File: src/rtl/streamcipher_lfsr.sv
// Word-parallel LFSR stream cipher with valid/ready handshakes on both sides.
// Optional debug port ks_out is enabled by defining STREAMCIPHER_KS_OUT_EN.
module streamcipher_lfsr #(
    parameter int                 KEY_W  = 16,
    parameter int                 DATA_W = 8,
    parameter logic [KEY_W-1:0]   TAPS   = 16'hB400,
    parameter int                 CNT_W  = 16
) (
    input  logic              clk,
    input  logic              reset,
    input  logic              key_load,
    input  logic [KEY_W-1:0]  key_in,
    input  logic              in_valid,
    output logic              in_ready,
    input  logic [DATA_W-1:0] in_data,
    output logic              out_valid,
    input  logic              out_ready,
    output logic [DATA_W-1:0] out_data,
    output logic              keyed,
    output logic [CNT_W-1:0]  word_cnt
`ifdef STREAMCIPHER_KS_OUT_EN
    ,
    output logic [DATA_W-1:0] ks_out
`endif
);

    typedef enum logic {UNKEYED = 1'b0, KEYED = 1'b1} state_t;

    state_t              state_r, state_s;
    logic [KEY_W-1:0]    lfsr_r, lfsr_s;
    logic [CNT_W-1:0]    cnt_r, cnt_s;
    logic                out_valid_r, out_valid_s;
    logic [DATA_W-1:0]   out_data_r, out_data_s;
    logic [DATA_W-1:0]   ks_s;
    logic [KEY_W-1:0]    lfsr_adv_s;
    logic [KEY_W-1:0]    seed_s;
    logic                accept_s;
`ifdef STREAMCIPHER_KS_OUT_EN
    logic [DATA_W-1:0]   ks_r, ks_next_s;
`endif

    function automatic logic fb_parity(input logic [KEY_W-1:0] s);
        return ^(s & TAPS);
    endfunction

    // DATA_W single steps unrolled; keystream collected MSB first.
    function automatic logic [DATA_W+KEY_W-1:0] lfsr_advance(input logic [KEY_W-1:0] s);
        logic [KEY_W-1:0]  st;
        logic [DATA_W-1:0] ks;
        st = s;
        ks = '0;
        for (int i = 0; i < DATA_W; i++) begin
            ks = (ks << 1) | DATA_W'(st[KEY_W-1]);
            st = {st[KEY_W-2:0], fb_parity(st)};
        end
        return {ks, st};
    endfunction

    // Keystream word and post-advance LFSR state for the current seed state
    always_comb begin
        {ks_s, lfsr_adv_s} = lfsr_advance(lfsr_r);
    end

    // An all-zero key would lock the LFSR, so substitute seed 1
    assign seed_s   = (key_in == '0) ? {{(KEY_W-1){1'b0}}, 1'b1} : key_in;
    assign keyed    = (state_r == KEYED);
    assign in_ready = keyed & ~key_load & (~out_valid_r | out_ready);
    assign accept_s = in_valid & in_ready;

    // Key-state next-state logic
    always_comb begin
        state_s = state_r;
        case (state_r)
            UNKEYED: begin
                if (key_load) begin
                    state_s = KEYED;
                end else begin
                    state_s = UNKEYED;
                end
            end
            KEYED:   state_s = KEYED;
            default: state_s = UNKEYED;
        endcase
    end

    // Datapath next-state: key load beats accept; a held output survives a reload
    always_comb begin
        lfsr_s      = lfsr_r;
        cnt_s       = cnt_r;
        out_valid_s = out_valid_r;
        out_data_s  = out_data_r;
`ifdef STREAMCIPHER_KS_OUT_EN
        ks_next_s   = ks_r;
`endif
        if (key_load) begin
            lfsr_s = seed_s;
            cnt_s  = '0;
            if (out_valid_r && out_ready) begin
                out_valid_s = 1'b0;
            end else begin
                out_valid_s = out_valid_r;
            end
        end else if (accept_s) begin
            lfsr_s      = lfsr_adv_s;
            cnt_s       = cnt_r + {{(CNT_W-1){1'b0}}, 1'b1};
            out_valid_s = 1'b1;
            out_data_s  = in_data ^ ks_s;
`ifdef STREAMCIPHER_KS_OUT_EN
            ks_next_s   = ks_s;
`endif
        end else if (out_ready) begin
            out_valid_s = 1'b0;
        end else begin
            out_valid_s = out_valid_r;
        end
    end

    // State registers with asynchronous active-low reset
    always_ff @(posedge clk or negedge reset) begin
        if (!reset) begin
            state_r     <= UNKEYED;
            lfsr_r      <= '0;
            cnt_r       <= '0;
            out_valid_r <= 1'b0;
            out_data_r  <= '0;
`ifdef STREAMCIPHER_KS_OUT_EN
            ks_r        <= '0;
`endif
        end else begin
            state_r     <= state_s;
            lfsr_r      <= lfsr_s;
            cnt_r       <= cnt_s;
            out_valid_r <= out_valid_s;
            out_data_r  <= out_data_s;
`ifdef STREAMCIPHER_KS_OUT_EN
            ks_r        <= ks_next_s;
`endif
        end
    end

    assign out_valid = out_valid_r;
    assign out_data  = out_data_r;
    assign word_cnt  = cnt_r;
`ifdef STREAMCIPHER_KS_OUT_EN
    assign ks_out    = ks_r;
`endif

endmodule

File: config.mk
export PLATFORM = sky130hd
export DESIGN_NAME = streamcipher_lfsr
export DESIGN_NICKNAME = d
export VERILOG_FILES = /design/src/rtl/streamcipher_lfsr.sv
export SDC_FILE = /design/constraint.sdc
export NUM_CORES = 1
export LEC_CHECK = 0
export CORE_UTILIZATION = 35
export DETAILED_ROUTE_END_ITERATION = 7
export GPL_TIMING_DRIVEN = 0
export PLACE_DENSITY = 0.65
export SLEW_MARGIN = 40
export SYNTH_ARGS = -nofsm -noshare
export SYNTH_HDL_FRONTEND = slang
export SYNTH_SLANG_ARGS = --single-unit
File: constraint.sdc
create_clock -name clk -period 3.33 [get_ports clk]
set_input_delay 0.666 -clock clk [delete_from_list [all_inputs] [get_ports clk]]
set_output_delay 0.666 -clock clk [all_outputs]
set_load 0.01 [all_outputs]
==> metrics list, run 1 <==
- The run finished with clean final reports.
- Power spread over the standard cell area amounts to 444.1 nW/µm².
* Proportion of layout cells with a drive suffix above 1: 0.06643
* Synth Net Count: 253
- The later pin in the worst-skew pair is clocked with a latency of 0.30 ns.
* WS Path Type: in -> out
* Finished Core Util: 0.4899
* Number of buffer and inverter stages on the critical path: 2
- At the pin with the least slew margin, the transition time is 0.5513 ns.
- Compared with the post-synthesis result, the final layout area differs by 34.64%.
- In this run the worst path has a maximum fanout of 7.
- Worst reg2reg setup slack: 1.52 ns
* Top Metal Used: met4
- After detailed routing, the number of remaining DRC violations is 0.
- Sum Neg Setup Slack: 0 ns
- Once detail routing completed, the nets flagged for antenna violations numbered 0.
* Detailed router's first-iteration violation count: 84
- The repair_antennas step left the layout with diodes totalling 0.
* Final worst clock skew: 0.004542 ns
* Initial Util: 0.3639
* Number of instances in the placed design: 353
* Synthesis-stage register bit count: 42
- Area of the core: 5956 µm²
- Number of core rows: 28
* Endpoint type of the worst setup path: output port
* Tmin final: 2.764 ns
* Count of buffers from port buffering: 55
- Vias per cell: 5.069
- Crit path top cell by count: sky130_fd_sc_hd__clkdlybuf4s50_1
- Commonest cells after routing, fill and taps aside: sky130_fd_sc_hd__clkdlybuf4s50_1, sky130_fd_sc_hd__dfrtp_1, sky130_fd_sc_hd__o21ai_0, sky130_fd_sc_hd__nand2_1, sky130_fd_sc_hd__xnor2_1
- At the worst endpoint, the required time is 2.66 ns.
- Entering global routing, the biggest net connects 43 pins.
* Met3 wire len: 245 µm
- Average wire per standard cell: 14.28 µm
* Slew headroom: 0.6325
- In this design, the stage delay of the slowest critical-path cell is 0.53 ns.
- Met2 Routed Length: 2.324 mm
- Slowest cell on the critical path: sky130_fd_sc_hd__clkdlybuf4s50_1
- Worst reg2reg endpoint: word_cnt[14]
* Vias: 1830
- Non-Filler Cell Area, Final: 2918 µm²
- The initial antenna violation count is 0.
* Maximum level of the CTS H-tree: 2
- After synthesis, the netlist uses 34 different library cells.
* Total length of routed wires: 5.154 mm
* Portion of the post-synthesis area used by sequential elements: 0.4850
- Setup repair after global routing left no endpoint under its margin.
- Measured along the y axis, the die boundary spans 80.69 µm.
- Met1 wire length: 2.521 mm
- Setup violations, final: 0
- Dividing the final minimum period by the clock period gives 0.8300.
- Vias in the first global route: 1740
* Post-synthesis area per instance: 9.718 µm²
- The worst setup path is launched from an input port.
* Top cell family by delay on the critical path: buffers and inverters
* Global-route wire length before repair: 8.397 mm
- Counting along the longest clock path gives a buffer depth of 2.
- Post-cts gate resize count: 0
* Multi-input logic area: 1055 µm²
* Launch point of the worst reg-to-reg path: word_cnt[0]
- Number of buffers inserted during clock tree synthesis: 5
* Max-Cap Viols: 0
* Combined area of all synthesized cells: 2167 µm²
- Counting every sink on the clock net gives 42.
* Peak supply drop: 190.4 µV
* Clock-pin slew reported for the worst setup and hold paths after clock tree synthesis: 0.08 ns
- Gate Count Post-Synth: 223
- Post-detailed-placement cell area: 2809 µm²
- At the worst endpoint, the arrival time is 2.10 ns.
- Highest clock frequency the design can meet: 361.8 MHz
* Reported leakage power: 1.184 nW
- After global routing the overflow that remains totals 0.
- The finished layout holds 361 standard cells, fillers aside.
- TritonCTS built the clock tree.
* Register cell area after layout: 1051 µm²
- Clock tree synthesis selected as its root buffer the cell sky130_fd_sc_hd__clkbuf_8.
- In this run the post-CTS setup repair buffer count came out at 0.
- The congestion estimate from routability-driven global placement came to 0.8235.
* Router iterations before antenna repair: 4
- Number of max-slew violations in the final report: 0
* Synth warnings: 0
- From left edge to right edge, the die measures 80.69 µm.
- List of cells traversed by the critical path: clkdlybuf4s50_1, nor2b_4, and2_1, clkdlybuf4s50_1
- Final Hold Vio Count: 0
- The layout has 570 filler cells.
- Cells on worst reg2reg path: 5
- Floorplan die area: 6510 µm²
- Classification of the worst-slack hold path: in -> async
- In the global route stage, overall resource usage came out at 0.1719.
- Detailed placement finished with a half-perimeter wire length of 3.692 mm.
- The library cell used most frequently in the layout, excluding fill and tap cells, is sky130_fd_sc_hd__clkdlybuf4s50_1.
- Top Ports: 56
* Number of hold buffers added after CTS: 0
- Layout net count: 315
[worst max-delay path by stage]
stage,from,end,cells after the start
3_3_place_gp,reset,lfsr_r[10],1
5_1_grt,key_load,in_ready,4
2_1_floorplan,out_ready,lfsr_r[0],7
6_report,key_load,in_ready,4
4_1_cts,key_load,in_ready,4
3_5_place_dp,key_load,in_ready,4
[cell type report]
type	instances	area share
tap	75	0.03216
inverter	4	0.005146
sequential	42	0.3602
clock inverter	3	0.01372
timing repair buffer	55	0.1878
buffer	11	0.01587
clock buffer	5	0.02358
multi-input combinational	166	0.3615
[power breakdown]
part           internal (W)  leakage [nW]  switching, W
clock network      0.000221        0.0579      0.000180
logic              0.000163         0.591      0.000130
registers          0.000558         0.535     0.0000441
total              0.000942          1.18      0.000354
[worst reg2reg max path, delay by kind of cell (launching register included)]
family	cells	cell delay, ns
DFF	1	0.43
adders and majority gates	1	0.22
and+or+nand+nor	3	0.94
AOI/OAI and AO/OA	1	0.15
[state kept, by name, summed over array words and instances (netlist names)]
register and cells:
lfsr_r 16, word_cnt 16, out_data 8, keyed 1, out_valid 1
[per-stage QoR]
stage               worst slack, ns  total power [W]  hold WS, ns
global route                 0.5207         0.001366       0.3963
floorplan                     1.546        0.0007692       0.3704
CTS                          0.5743         0.001314       0.3664
detailed placement           0.5754        0.0009062       0.4699
global placement             0.4436        0.0009025       0.4602
finish                       0.5661         0.001296       0.3496
[cell usage after synthesis]
cell type,n,share of area
sky130_fd_sc_hd__nand3_1,6,0.014
sky130_fd_sc_hd__a22o_1,3,0.012
sky130_fd_sc_hd__and4_4,1,0.0052
sky130_fd_sc_hd__or4_1,3,0.010
sky130_fd_sc_hd__nand2b_1,1,0.0029
sky130_fd_sc_hd__buf_2,4,0.0092
sky130_fd_sc_hd__a21oi_1,12,0.028
sky130_fd_sc_hd__nor2_1,7,0.012
sky130_fd_sc_hd__or3_2,1,0.0035
sky130_fd_sc_hd__nand2_1,28,0.048
sky130_fd_sc_hd__and2_1,2,0.0058
sky130_fd_sc_hd__a221oi_1,1,0.0040
sky130_fd_sc_hd__xor2_1,4,0.016
sky130_fd_sc_hd__a221o_1,1,0.0046
sky130_fd_sc_hd__o31ai_1,3,0.010
sky130_fd_sc_hd__ha_1,1,0.0058
sky130_fd_sc_hd__inv_1,3,0.0052
sky130_fd_sc_hd__o21a_1,3,0.010
sky130_fd_sc_hd__mux2i_1,7,0.032
sky130_fd_sc_hd__xnor2_1,25,0.10
sky130_fd_sc_hd__nand4_1,4,0.012
sky130_fd_sc_hd__nand4_4,1,0.0098
sky130_fd_sc_hd__a41oi_1,1,0.0040
sky130_fd_sc_hd__clkinv_1,1,0.0017
sky130_fd_sc_hd__or2_2,1,0.0029
sky130_fd_sc_hd__or3_1,7,0.020
sky130_fd_sc_hd__nor2b_4,1,0.0063
sky130_fd_sc_hd__o21ai_0,32,0.074
sky130_fd_sc_hd__dfrtp_1,42,0.48
sky130_fd_sc_hd__clkbuf_1,7,0.012
sky130_fd_sc_hd__and3_1,4,0.012
sky130_fd_sc_hd__nor3_1,1,0.0023
sky130_fd_sc_hd__nor4_1,4,0.012
sky130_fd_sc_hd__nand4_2,1,0.0058
[cells by family after synthesis]
family / after synthesis / share of synthesized area
AO/OA/AOI/OAI: 56 / 0.1472
XOR/XNOR: 29 / 0.1172
adder cells (fa/ha/maj): 1 / 0.005773
buffers and inverters: 15 / 0.02829
flip-flops: 42 / 0.4850
multiplexers: 7 / 0.03233
AND/OR/NAND/NOR: 73 / 0.1842
[per-layer routing]
layer,track usage,up-vias
met3,0.02386,6
met2,0.2610,39
met4,0.06250,0
met1,0.2463,874
met5,0,-
li1,-,911
(Power assumes the default switching activity.)
==> run 2, diff against run 1 <==
==> constraint.sdc (replaced) <==
create_clock -name clk -period 2.65 [get_ports clk]
set_input_delay 0.53 -clock clk [delete_from_list [all_inputs] [get_ports clk]]
set_output_delay 0.53 -clock clk [all_outputs]
set_load 0.01 [all_outputs]
==> results of run 2 <==
Same layout as run 1 (identical final DEF). Status: complete, no violations.
Among the figures that moved: setup slack after placement 0.5754 ns -> 0.1674 ns; setup slack after layout 0.5661 ns -> 0.1581 ns; hold slack 0.3496 ns -> 0.2136 ns; register-to-register setup slack 1.52 ns -> 0.84 ns; total power 0.001296 W -> 0.001628 W; worst IR drop on VDD 190.4 µV -> 239.2 µV
